File: src/rtl/trig_out_router.sv
// trig_out_router: routes N level trigger sources to the CW trigger output.
// The sources are masked and combined in one of four ways: OR, AND, a two-step
// sequence (src0 then src1), or a live passthrough of a single source. An armed
// match starts a one-shot trigger with a programmable delay and pulse width.
// An idle heartbeat counter drives the capture status LED.
// Optional feature: define TRIG_EVENT_COUNT_EN to build the saturating
// O_event_count counter. Without it, O_event_count is tied to zero.
// O_dbg_state exposes the FSM state for checkers.
module trig_out_router #(
  parameter int pNUM_SRC     = 4,
  parameter int pDELAY_WIDTH = 16,
  parameter int pWIDTH_WIDTH = 16,
  parameter int pLED_WIDTH   = 23
) (
  input  logic                        ext_clock,
  input  logic                        resetn,
  input  logic [pNUM_SRC-1:0]         I_src,
  input  logic [pNUM_SRC-1:0]         I_mask,
  input  logic [1:0]                  I_mode,
  input  logic [$clog2(pNUM_SRC)-1:0] I_pass_idx,
  input  logic                        I_arm,
  input  logic [pDELAY_WIDTH-1:0]     I_delay,
  input  logic [pWIDTH_WIDTH-1:0]     I_width,
  output logic                        O_trig,
  output logic                        O_armed,
  output logic                        O_busy,
  output logic                        O_led_heartbeat,
  output logic [15:0]                 O_event_count,
  output logic [1:0]                  O_dbg_state
);

  localparam int CNT_W = (pDELAY_WIDTH > pWIDTH_WIDTH) ? pDELAY_WIDTH : pWIDTH_WIDTH;

  localparam logic [1:0] MODE_OR   = 2'd0;
  localparam logic [1:0] MODE_AND  = 2'd1;
  localparam logic [1:0] MODE_SEQ  = 2'd2;
  localparam logic [1:0] MODE_PASS = 2'd3;

  typedef enum logic [1:0] {S_IDLE, S_ARMED, S_DELAY, S_PULSE} state_e;

  state_e                  state_q, state_d;
  logic [CNT_W-1:0]        cnt_q, cnt_d;
  logic [pNUM_SRC-1:0]     mask_q, mask_d;
  logic [1:0]              mode_q, mode_d;
  logic [pDELAY_WIDTH-1:0] delay_q, delay_d;
  logic [pWIDTH_WIDTH-1:0] width_q, width_d;
  logic [pNUM_SRC-1:0]     src_q, src_d;
  logic                    seq_q, seq_d;
  logic                    match_q, match_d;
  logic                    fire_q, fire_d;
  logic                    trig_q, trig_d;
  logic [pLED_WIDTH-1:0]   led_q, led_d;
  logic                    match;
  logic                    routed;
  logic                    pass;
  logic [CNT_W-1:0]        width_len;

  // Combined match for a given config; SEQ sees only the src1 rise once src0 has risen.
  function automatic logic match_of(input logic [pNUM_SRC-1:0] src,
                                    input logic [pNUM_SRC-1:0] src_prev,
                                    input logic [pNUM_SRC-1:0] mask,
                                    input logic [1:0]          mode,
                                    input logic                seq);
    logic m;
    m = 1'b0;
    case (mode)
      MODE_OR:  m = |(src & mask);
      MODE_AND: m = (&(src | ~mask)) && (mask != '0);
      MODE_SEQ: m = mask[0] && mask[1] && seq && src[1] && !src_prev[1];
      default:  m = 1'b0;
    endcase
    return m;
  endfunction

  // Passthrough source select; an index past the last source reads 0.
  always_comb begin
    routed = 1'b0;
    for (int i = 0; i < pNUM_SRC; i++) begin
      if (int'(I_pass_idx) == i) routed = I_src[i];
    end
  end

  // Next-state logic: PASS overrides everything, otherwise the one-shot FSM.
  always_comb begin
    pass      = (I_mode == MODE_PASS);
    match     = match_of(I_src, src_q, mask_q, mode_q, seq_q);
    width_len = (width_q == '0) ? CNT_W'(1) : CNT_W'(width_q);
    state_d   = state_q;
    cnt_d     = cnt_q;
    mask_d    = mask_q;
    mode_d    = mode_q;
    delay_d   = delay_q;
    width_d   = width_q;
    src_d     = I_src;
    seq_d     = seq_q;
    match_d   = match;
    fire_d    = 1'b0;
    trig_d    = 1'b0;
    if (pass) begin
      state_d = S_IDLE;
      cnt_d   = '0;
      trig_d  = routed;
    end else begin
      case (state_q)
        S_IDLE: begin
          if (I_arm) begin
            state_d = S_ARMED;
            mask_d  = I_mask;
            mode_d  = I_mode;
            delay_d = I_delay;
            width_d = I_width;
            seq_d   = 1'b0;
            // Prime the edge detector with the new config so a level already high never fires.
            match_d = match_of(I_src, src_q, I_mask, I_mode, 1'b0);
          end
        end
        S_ARMED: begin
          if (fire_q) begin
            if (delay_q == '0) begin
              state_d = S_PULSE;
              cnt_d   = width_len;
              trig_d  = 1'b1;
            end else begin
              state_d = S_DELAY;
              cnt_d   = CNT_W'(delay_q);
            end
          end else begin
            fire_d = match && !match_q;
          end
          if (I_src[0] && !src_q[0]) seq_d = 1'b1;
        end
        S_DELAY: begin
          if (cnt_q == CNT_W'(1)) begin
            state_d = S_PULSE;
            cnt_d   = width_len;
            trig_d  = 1'b1;
          end else begin
            cnt_d = cnt_q - CNT_W'(1);
          end
        end
        S_PULSE: begin
          if (cnt_q == CNT_W'(1)) begin
            state_d = S_IDLE;
            cnt_d   = '0;
          end else begin
            cnt_d  = cnt_q - CNT_W'(1);
            trig_d = 1'b1;
          end
        end
        default: state_d = S_IDLE;
      endcase
    end
  end

  // Heartbeat only advances while quiet so LED switching stays out of captures.
  always_comb begin
    led_d = led_q;
    if ((state_q == S_IDLE) && !trig_q) led_d = led_q + pLED_WIDTH'(1);
  end

  // State and configuration registers.
  always_ff @(posedge ext_clock or negedge resetn) begin
    if (!resetn) begin
      state_q <= S_IDLE;
      cnt_q   <= '0;
      mask_q  <= '0;
      mode_q  <= '0;
      delay_q <= '0;
      width_q <= '0;
      src_q   <= '0;
      seq_q   <= 1'b0;
      match_q <= 1'b0;
      fire_q  <= 1'b0;
      trig_q  <= 1'b0;
      led_q   <= '0;
    end else begin
      state_q <= state_d;
      cnt_q   <= cnt_d;
      mask_q  <= mask_d;
      mode_q  <= mode_d;
      delay_q <= delay_d;
      width_q <= width_d;
      src_q   <= src_d;
      seq_q   <= seq_d;
      match_q <= match_d;
      fire_q  <= fire_d;
      trig_q  <= trig_d;
      led_q   <= led_d;
    end
  end

  assign O_trig          = trig_q;
  assign O_armed         = (state_q == S_ARMED);
  assign O_busy          = (state_q != S_IDLE);
  assign O_led_heartbeat = led_q[pLED_WIDTH-1];
  assign O_dbg_state     = state_q;

`ifdef TRIG_EVENT_COUNT_EN
  logic [15:0] evt_q, evt_d;
  logic        evt_inc;

  // Count pulse entries and passthrough rising edges, saturating at all-ones.
  always_comb begin
    evt_inc = ((state_d == S_PULSE) && (state_q != S_PULSE)) ||
              (pass && trig_d && !trig_q);
    evt_d   = evt_q;
    if (evt_inc && (evt_q != 16'hFFFF)) evt_d = evt_q + 16'd1;
  end

  // Event counter register, cleared only by reset.
  always_ff @(posedge ext_clock or negedge resetn) begin
    if (!resetn) evt_q <= '0;
    else         evt_q <= evt_d;
  end

  assign O_event_count = evt_q;
`else
  assign O_event_count = 16'h0000;
`endif

endmodule

File: config.mk
export PLATFORM = sky130hd
export DESIGN_NAME = trig_out_router
export DESIGN_NICKNAME = d
export VERILOG_FILES = /design/src/rtl/trig_out_router.sv
export SDC_FILE = /design/constraint.sdc
export NUM_CORES = 1
export LEC_CHECK = 0
export ABC_AREA = 1
export CAP_MARGIN = 20
export CORE_MARGIN = 5
export CORE_UTILIZATION = 31
export DETAILED_ROUTE_END_ITERATION = 12
export GPL_TIMING_DRIVEN = 0
export PLACE_DENSITY = 0.52
export RECOVER_POWER = 50
export REMOVE_ABC_BUFFERS = 1
export SETUP_SLACK_MARGIN = 0.2
export SLEW_MARGIN = 25
export SYNTH_ARGS = -nofsm -noshare
export SYNTH_HDL_FRONTEND = slang
export SYNTH_SLANG_ARGS = --single-unit
File: constraint.sdc
create_clock -name ext_clock -period 1.99 [get_ports ext_clock]
set_clock_uncertainty 0.1 [all_clocks]
set_input_delay 0.398 -clock ext_clock [delete_from_list [all_inputs] [get_ports ext_clock]]
set_output_delay 0.398 -clock ext_clock [all_outputs]
set_load 0.01 [all_outputs]
==> results of run 1 <==
[power groups by stage]
| stage | registers [mW] | clock network (mW) | logic [mW] |
|---|---|---|---|
| 3_3_place_gp | 2.85 | 0 | 3.30 |
| 2_1_floorplan | 2.73 | 0 | 2.43 |
| 5_1_grt | 2.96 | 1.97 | 5.96 |
| 6_report | 2.88 | 1.85 | 5.45 |
| 3_5_place_dp | 2.86 | 0 | 3.36 |
| 4_1_cts | 2.85 | 1.90 | 4.41 |
[cell usage in the layout (no fill, tap or decap), drive strengths merged, types with 16 or more instances in the layout]
master,n
nand2,235
dfrtp,85
nor2,76
inv,66
buf,51
clkdlybuf4s50,43
nand3,42
o21ai,42
a21oi,21
conb,16
[cells by family after synthesis]
group	synth area share (%)
AOI/OAI and AO/OA	8.46
xor gates and xnor gates	4.73
adders and majority gates	2.00
buffers and inverters	9.39
DFF	42.6
other	0.0750
and+or+nand+nor	32.8
[per-layer routing]
layer,part of all wire (%),wire (microns),global-route usage (%),vias to the layer above
met5,0,0,0,-
met4,1.7,240,3.38,0
met3,3.8,544,3.20,17
met2,51,7230,24.3,111
met1,44,6180,19.2,2225
li1,-,-,-,2323
[worst paths after layout]
kind                                     start    endpoint  slack, ns  cells past startpoint
worst max-delay path            O_dbg_state[1]    cnt_q[7]     -0.004                     10
worst min-delay path                   match_q      fire_q       0.30                      1
worst max register to register  O_dbg_state[1]    cnt_q[7]     -0.004                     10
worst min register to register         match_q      fire_q       0.30                      1
max in group asynchronous               resetn    led_q[0]       0.23                      3
min in group asynchronous               resetn  width_q[4]       0.66                      2
[flip-flops by register name, indices dropped and copies added, names as in the netlist]
signal / cells
led_q: 23
cnt_q: 16
delay_q: 16
width_q: 16
mask_q: 4
O_dbg_state: 2
mode_q: 2
src_q: 2
O_trig: 1
fire_q: 1
match_q: 1
seq_q: 1
[layout make-up]
| type | count | area [sq um] |
|---|---|---|
| Timing Repair Buffer | 104 | 1170 |
| Inverter | 68 | 302 |
| Sequential cell | 85 | 2130 |
| Timing Repair inverter | 7 | 123 |
| Tap cell | 216 | 270 |
| Multi-Input combinational cell | 505 | 2960 |
| Clock buffer | 12 | 256 |
| Clock inverter | 3 | 68.8 |
| Fill cell | 1544 | 8550 |
[synthesized netlist by cell type]
cell	n
a21oi_1	21
a2bb2oi_1	1
buf_2	6
buf_4	20
buf_6	2
clkbuf_1	3
clkinv_1	1
conb_1	1
dfrtp_1	85
ha_1	8
inv_1	65
inv_2	2
nand2_1	232
nand2_2	3
nand3_1	39
nand3_2	3
nand3b_4	1
nand4_1	10
nor2_1	65
nor2_2	6
nor2_4	4
nor2_8	1
nor3_1	10
nor3_2	1
nor3_4	1
nor3b_2	1
o211ai_1	4
o211ai_2	1
o21ai_0	42
o221ai_1	1
o22ai_1	3
o31ai_1	1
o31ai_4	1
or2_1	1
xnor2_1	14
xor2_1	13
[worst max-delay path, delay by kind of cell, from the launching register on]
kind | cells | cell delay (ns)
compound gates | 2 | 0.18
fa+ha+maj | 1 | 0.16
buf+inv | 4 | 0.53
flops | 1 | 0.41
simple gates | 3 | 0.48
[metrics by stage]
stage          setup slack (ns)  hold slack, ns  util (%)  setup TNS [ns]  total power [mW]
2_1_floorplan             -1.11         0.00241         -          -42.03              5.17
3_3_place_gp              -2.95           0.291      35.6         -340.11              6.15
3_5_place_dp              -1.09           0.232      35.8          -29.02              6.22
4_1_cts                -0.00588           0.298      41.3         -0.0119              9.15
5_1_grt                 -0.0738           0.316      46.0           -1.15              10.9
6_report               -0.00355           0.300      46.0        -0.00355              10.2
[what timing repair did]
item | in CTS | in global routing
setup buffers | 30 | 16
pin swaps | 28 | 34
endpoints found under the hold margin | 35 | 0
gates cloned | 2 | 9
gates resized for setup | 77 | 146
hold buffers | 1 | 0
endpoints found under the setup margin | 73 | 69
==> flow_metrics.env, run 1 <==
export IMPL_status="finished, violations left"
export IMPL_failed_checks="setup timing"
export IMPL_max_stage_delay_ns=0.41
export IMPL_hold_viol_final=0
export IMPL_synth_top_cell_area_share_pct=42.6
export IMPL_area_growth_pct=45.6
export IMPL_synthCells=673
export IMPL_die_area_sq_um=18800
export IMPL_ant_nets=0
export IMPL_crit_arrival_ns=2.12
export IMPL_die_y_microns=137
export IMPL_routabilityCongestion=0.821
export IMPL_hold_class="flip-flop to flip-flop"
export IMPL_ys_seq_elements=85
export IMPL_final_cell_area_sq_um=7280
export IMPL_p_leak_nw=3.55
export IMPL_cp_start_kind="flip-flop"
export IMPL_via_count=4676
export IMPL_drt_iter0_markers=262
export IMPL_drt_pass1_iter_count=5
export IMPL_antenna_found_initial=0
export IMPL_clock_latency_ns=0.35
export IMPL_p_sw_share_pct=42.1
export IMPL_seq_area_frac_synth_pct=42.6
export IMPL_power_switching_mw=4.28
export IMPL_power_density_nw_per_um2=1400
export IMPL_die_x_microns=137
export IMPL_setup_violations=1
export IMPL_cts_buffers=9
export IMPL_rows=46
export IMPL_grt_pass1_vias=4525
export IMPL_io_buffers=52
export IMPL_core_sq_um=15800
export IMPL_wl_per_cell_microns=14.2
export IMPL_ys_types=36
export IMPL_hpwl_microns=8700
export IMPL_viasPerCell=4.68
export IMPL_critPathKind="flip-flop to flip-flop"
export IMPL_n_antenna_cell=0
export IMPL_cts_tree="yes"
export IMPL_critPathRequiredTime_ns=2.12
export IMPL_avgSynthCellArea_sq_um=7.43
export IMPL_maxCapViolCount=0
export IMPL_boundaryPins=69
export IMPL_grt_max_degree=51
export IMPL_track_usage_pct=14.5
export IMPL_grt_overflow=0
export IMPL_end_kind="flip-flop"
export IMPL_path_clk_slew_ns=0.06
export IMPL_worstPathMaxFanout=6
export IMPL_fin_cells=1000
export IMPL_ir_drop_mv=0.610
export IMPL_yosysTopAreaCell="dfrtp_1"
export IMPL_cts_root_buf="clkbuf_16"
export IMPL_drive_above_1_share_pct=26.9
export IMPL_rsz0062_at_grt="true"
export IMPL_initial_core_util_pct=31.6
export IMPL_final_max_slew_viol_count=0
export IMPL_synth_area_leaders="dfrtp_1 43%, nand2_1 17%, inv_1 4.9%, nor2_1 4.9%, o21ai_0 4.2%"
export IMPL_power_frac_seq_pct=28.3
export IMPL_dpl_cell_area_sq_um=5670
export IMPL_drc_errors=0
export IMPL_cpMaxStageDelayCell="dfrtp_1"
export IMPL_yosys_warnings=0
export IMPL_fmax_mhz=502
export IMPL_grt_pass1_wl_microns=21900
export IMPL_dp_cells=927
export IMPL_combinationalPowerShare_pct=53.5
export IMPL_relSlewSlack_pct=33.9
export IMPL_syn_area_sq_um=5000
export IMPL_clk_path_buf_depth=2
export IMPL_power_frac_clock_pct=18.1
export IMPL_finalNetCount=835
export IMPL_fin_crit_ns=1.99
export IMPL_cp_cell_sequence="buf_6 -> buf_6 -> ha_4 -> or2_4 -> buf_12 -> buf_12 -> nor2_1 -> a21oi_1 -> o21ai_0 -> nand2_1"
export IMPL_p_int_mw=5.89
export IMPL_fin_crit_sh_pct=100
export IMPL_worst_slew_pin_slew_ns=0.992
export IMPL_setup_ws_ns=-0.00355
export IMPL_wl_microns=14200
export IMPL_cts_sink_count=85
export IMPL_h_tree_depth=3
No activity file was read; power rests on OpenSTA's default activity.
==> run 2, diff against run 1 <==
CORE_MARGIN = default   (was 5)
==> flow_metrics.env, run 2 (synthesized netlist as in run 1, its figures left out) <==
export IMPL_critPathRequiredTime_ns=2.13
export IMPL_p_total_mw=9.60
export IMPL_worst_r2r_cell_count=8
export IMPL_routabilityCongestion=0.858
export IMPL_rows=46
export IMPL_grt_overflow=0
export IMPL_h_tree_depth=3
export IMPL_drt_iter0_markers=304
export IMPL_ir_drop_mv=0.542
export IMPL_drc_errors=0
export IMPL_p_leak_nw=3.37
export IMPL_combinationalPowerShare_pct=51.5
export IMPL_whs_ns=0.300
export IMPL_r2r_start="O_dbg_state[1]"
export IMPL_hold_path_startpoint="match_q"
export IMPL_rsz0062_at_grt="true"
export IMPL_min_to="fire_q"
export IMPL_fin_crit_ns=1.92
export IMPL_setup_violations=0
export IMPL_path_clk_slew_ns=0.06
export IMPL_drt_pass1_iter_count=4
export IMPL_n_antenna_cell=0
export IMPL_p_sw_share_pct=42.7
export IMPL_hold_class="flip-flop to flip-flop"
export IMPL_setup_tns_ns=0
export IMPL_holdPathStages=1
export IMPL_fmax_mhz=520
export IMPL_ant_nets=0
export IMPL_worst_slew_pin_slew_ns=1.06
export IMPL_clock_latency_ns=0.35
export IMPL_relSlewSlack_pct=29.5
export IMPL_io_buffers=52
export IMPL_grt_pass1_vias=4375
export IMPL_end_kind="flip-flop"
export IMPL_p_int_mw=5.50
export IMPL_track_usage_pct=16.0
export IMPL_pre_cts_ws_ns=-1.09
export IMPL_die_area_sq_um=16600
export IMPL_hpwl_microns=8480
export IMPL_area_growth_pct=40.4
export IMPL_wl_per_cell_microns=13.2
export IMPL_reg2reg_to="cnt_q[7]"
export IMPL_via_count=4566
export IMPL_initial_core_util_pct=31.6
export IMPL_worstPathMaxFanout=6
export IMPL_final_max_slew_viol_count=0
export IMPL_fillerInstances=1586
export IMPL_status="finished clean"
export IMPL_final_common_cell="nand2_1"
export IMPL_grt_pass1_wl_microns=20900
export IMPL_drive_above_1_share_pct=23.3
export IMPL_maxCapViolCount=0
export IMPL_setup_ws_ns=0.0674
export IMPL_critPathKind="flip-flop to flip-flop"
export IMPL_cts_sink_count=85
export IMPL_core_sq_um=15800
export IMPL_boundaryPins=69
export IMPL_grt_max_degree=49
export IMPL_cts_tree="yes"
export IMPL_largest_register_ffs=23
export IMPL_cts_root_buf="clkbuf_16"
export IMPL_cts_buffers=9
export IMPL_clk_path_buf_depth=2
export IMPL_die_x_microns=129
export IMPL_wl_microns=13300
export IMPL_power_frac_clock_pct=18.0
export IMPL_top_register="led_q"
export IMPL_finalNetCount=835
export IMPL_hold_viol_final=0
export IMPL_viasPerCell=4.56
export IMPL_fin_crit_sh_pct=96.6
export IMPL_r2r_setup_slack_ns=0.07
export IMPL_die_y_microns=129
export IMPL_antenna_found_initial=0
export IMPL_power_density_nw_per_um2=1370
export IMPL_power_frac_seq_pct=30.5
export IMPL_crit_arrival_ns=2.06
export IMPL_final_cell_mix="187 x nand2_1, 82 x dfrtp_1, 60 x nor2_1"
export IMPL_power_switching_mw=4.10
export IMPL_cp_start_kind="flip-flop"
-- run 2: how the worst max path moves through the flow --
stage / start / end / slack (ns) / cells past startpoint
final: O_dbg_state[1] / cnt_q[7] / 0.07 / 8
after global routing: O_dbg_state[1] / cnt_q[13] / -0.008 / 9
after CTS: O_dbg_state[0] / cnt_q[7] / 0.09 / 9
after detailed placement: O_dbg_state[0] / cnt_q[4] / -1.09 / 8
after global placement: resetn / mask_q[2] / -2.94 / 1
after floorplan: O_dbg_state[0] / width_q[0] / -1.11 / 7
-- run 2: cell type report --
class,count,area [sq um],area share (%)
sequential,85,2130,30.4
multi-input combinational,505,2860,40.7
inverter,68,298,4.24
clock inverter,6,62.6,0.891
clock buffer,10,239,3.41
tap,216,270,3.85
timing repair buffer,109,1140,16.2
timing repair inverter,2,21.3,0.303
-- run 2: power groups by stage --
stage / registers (mW) / logic [mW] / clock network [mW]
global placement: 2.85 / 3.31 / 0
CTS: 2.83 / 4.07 / 1.77
finish: 2.93 / 4.95 / 1.73
detailed placement: 2.86 / 3.36 / 0
floorplan: 2.73 / 2.43 / 0
global route: 3.00 / 5.53 / 1.84
-- run 2: per-stage QoR --
| step | utilization (%) | instance area [sq um] | std cells |
|---|---|---|---|
| 6_report | 44.3 | 7020 | 1001 |
| 5_1_grt | 44.3 | 7020 | 1001 |
| 4_1_cts | 40.4 | 6400 | 971 |
| 3_5_place_dp | 35.8 | 5670 | 927 |
| 3_3_place_gp | 35.6 | 5630 | 925 |
| 2_1_floorplan | - | 4840 | 657 |
-- run 2: what timing repair did --
item,CTS,global route
gates cloned,1,5
setup endpoints to repair,68,67
pin swaps,23,53
setup buffers,26,25
endpoints found under the hold margin,37,0
hold buffers,1,0
gates resized for setup,67,92
-- run 2: routing by layer --
layer | track usage [%] | vias up | routed length (microns)
met4 | 6.71 | 0 | 235
met2 | 26.0 | 82 | 6510
met3 | 2.99 | 17 | 368
met1 | 20.8 | 2156 | 6140
met5 | 0 | - | 0
li1 | - | 2311 | -
-- run 2: critical path, cell delays in order (launching register included) --
cell	delay [ns]
dfrtp_1	0.42
buf_6	0.15
ha_4	0.15
or2_4	0.31
o211ai_4	0.28
buf_8	0.18
a21oi_1	0.05
o21ai_1	0.09
nand2_1	0.07
==> run 3, diff against run 2 <==
CORE_UTILIZATION = 51   (was 31)
PLACE_DENSITY = 0.77   (was 0.52)
==> flow_metrics.env, run 3 (synthesized netlist as in run 1, its figures left out) <==
export IMPL_grt_max_degree=72
export IMPL_cts_tree="yes"
export IMPL_power_density_nw_per_um2=1360
export IMPL_critPathKind="flip-flop to flip-flop"
export IMPL_worstPathMaxFanout=6
export IMPL_cts_root_buf="clkbuf_8"
export IMPL_relSlewSlack_pct=37.4
export IMPL_fin_crit_ns=1.91
export IMPL_status="finished clean"
export IMPL_fin_crit_sh_pct=96.0
export IMPL_drc_errors=0
export IMPL_drt_pass1_iter_count=7
export IMPL_p_sw_share_pct=44.6
export IMPL_core_sq_um=9370
export IMPL_power_switching_mw=3.91
export IMPL_drive_above_1_share_pct=17.3
export IMPL_p_leak_nw=3.17
export IMPL_final_max_slew_viol_count=0
export IMPL_rsz0062_at_grt="true"
export IMPL_rows=35
export IMPL_clk_path_buf_depth=2
export IMPL_clock_latency_ns=0.37
export IMPL_die_y_microns=101
export IMPL_p_total_mw=8.77
export IMPL_finalNetCount=821
export IMPL_hold_class="flip-flop to flip-flop"
export IMPL_setup_tns_ns=0
export IMPL_drt_met1_wl_microns=5310
export IMPL_grt_pass1_wl_microns=20200
export IMPL_initial_core_util_pct=53.3
export IMPL_cp_start_kind="flip-flop"
export IMPL_grt_pass1_vias=4587
export IMPL_fillerInstances=728
export IMPL_wl_per_cell_microns=14.0
export IMPL_area_growth_pct=29.0
export IMPL_boundaryPins=69
export IMPL_die_area_sq_um=10200
export IMPL_highest_layer="met4"
export IMPL_wl_microns=12600
export IMPL_antenna_found_initial=0
export IMPL_cts_sink_count=85
export IMPL_end_kind="flip-flop"
export IMPL_combinationalPowerShare_pct=52.0
export IMPL_seq_area_sq_um=2130
export IMPL_setup_violations=0
export IMPL_critPathRequiredTime_ns=2.14
export IMPL_top_register="led_q"
export IMPL_via_count=4662
export IMPL_ant_nets=0
export IMPL_path_clk_slew_ns=0.09
export IMPL_fmax_mhz=523
export IMPL_viasPerCell=5.18
export IMPL_wl_met2_microns=6350
export IMPL_final_common_cell="nand2_1"
export IMPL_hpwl_microns=7820
export IMPL_crit_arrival_ns=2.06
export IMPL_n_antenna_cell=0
export IMPL_ir_drop_mv=0.705
export IMPL_cts_buffers=9
export IMPL_die_x_microns=101
export IMPL_wl_met3_microns=590
export IMPL_final_cell_mix="222 x nand2_1, 82 x dfrtp_1, 60 x nor2_1"
export IMPL_h_tree_depth=3
export IMPL_power_frac_clock_pct=15.4
export IMPL_hold_viol_final=0
export IMPL_largest_register_ffs=23
export IMPL_p_int_mw=4.86
export IMPL_multi_input_area_sq_um=2730
export IMPL_io_buffers=52
export IMPL_drt_iter0_markers=416
export IMPL_routabilityCongestion=0.916
export IMPL_worst_slew_pin_slew_ns=0.939
export IMPL_track_usage_pct=25.2
export IMPL_maxCapViolCount=0
export IMPL_power_frac_seq_pct=32.6
export IMPL_grt_overflow=0
## run 3: cell count changes in the layout (fill, tap and decap cells not counted), sizes merged
| cell | previous run | this run |
|---|---|---|
| buf | 55 | 44 |
| clkinv | 7 | 2 |
| bufinv | 1 | 2 |
| inv | 65 | 68 |
| clkbuf | 14 | 12 |
| clkdlybuf4s50 | 44 | 43 |
| dlymetal6s2s | 0 | 1 |
## run 3: power by group through the flow
stage	logic (mW)	clock network, mW	registers (mW)
finish	4.56	1.35	2.86
global route	5.05	1.44	2.93
CTS	3.90	1.36	2.81
detailed placement	3.30	0	2.86
global placement	3.19	0	2.83
floorplan	2.43	0	2.73
## run 3: layout make-up
type | instances | area share [%]
multi-input cells | 505 | 42.3
clock buffers | 11 | 2.04
repair inverters | 2 | 0.272
well taps | 129 | 2.50
clock inverters | 5 | 1.30
inverters | 68 | 4.38
flip-flops and latches | 85 | 33.0
repair buffers | 95 | 14.1
## run 3: worst paths after layout
check	start	to	slack, ns	depth (start not counted)
hold reg to reg	match_q	fire_q	0.31	1
hold / removal	match_q	fire_q	0.31	1
min in group asynchronous	resetn	led_q[21]	0.59	2
setup / recovery	O_dbg_state[1]	cnt_q[8]	0.08	8
max in group asynchronous	resetn	cnt_q[12]	0.33	3
setup reg to reg	O_dbg_state[1]	cnt_q[8]	0.08	8
## run 3: through the flow
| step | cells | util [%] | instance area, sq um | setup slack, ns | hold slack, ns |
|---|---|---|---|---|---|
| after floorplan | 657 | - | 4840 | -1.11 | 0.00241 |
| after global placement | 838 | 58.9 | 5520 | -2.69 | 0.289 |
| after detailed placement | 840 | 59.4 | 5570 | -0.943 | 0.137 |
| after CTS | 881 | 65.0 | 6090 | 0.0859 | 0.308 |
| after global routing | 900 | 68.8 | 6450 | 0.00999 | 0.325 |
| final | 900 | 68.8 | 6450 | 0.0798 | 0.310 |
## run 3: timing repair
action / CTS / global route
gates cloned: 2 / 2
endpoints found under the setup margin: 73 / 42
gates resized for setup: 49 / 61
setup buffers: 22 / 17
hold buffers: 1 / 0
pin swaps: 9 / 31
hold endpoints to repair: 14 / 0
## run 3: routing by layer
| metal | GRT usage [%] | vias to the layer above |
|---|---|---|
| li1 | - | 2279 |
| met1 | 31.1 | 2188 |
| met2 | 43.7 | 158 |
| met3 | 4.85 | 37 |
| met4 | 9.92 | 0 |
| met5 | 0 | - |
## run 3: worst max-delay path: stages (launching register included)
cell	delay (ns)
dfrtp_1	0.43
buf_6	0.15
ha_4	0.16
or2_4	0.30
o211ai_4	0.25
buf_6	0.18
a21oi_1	0.06
nand2_1	0.09
nand2_1	0.06
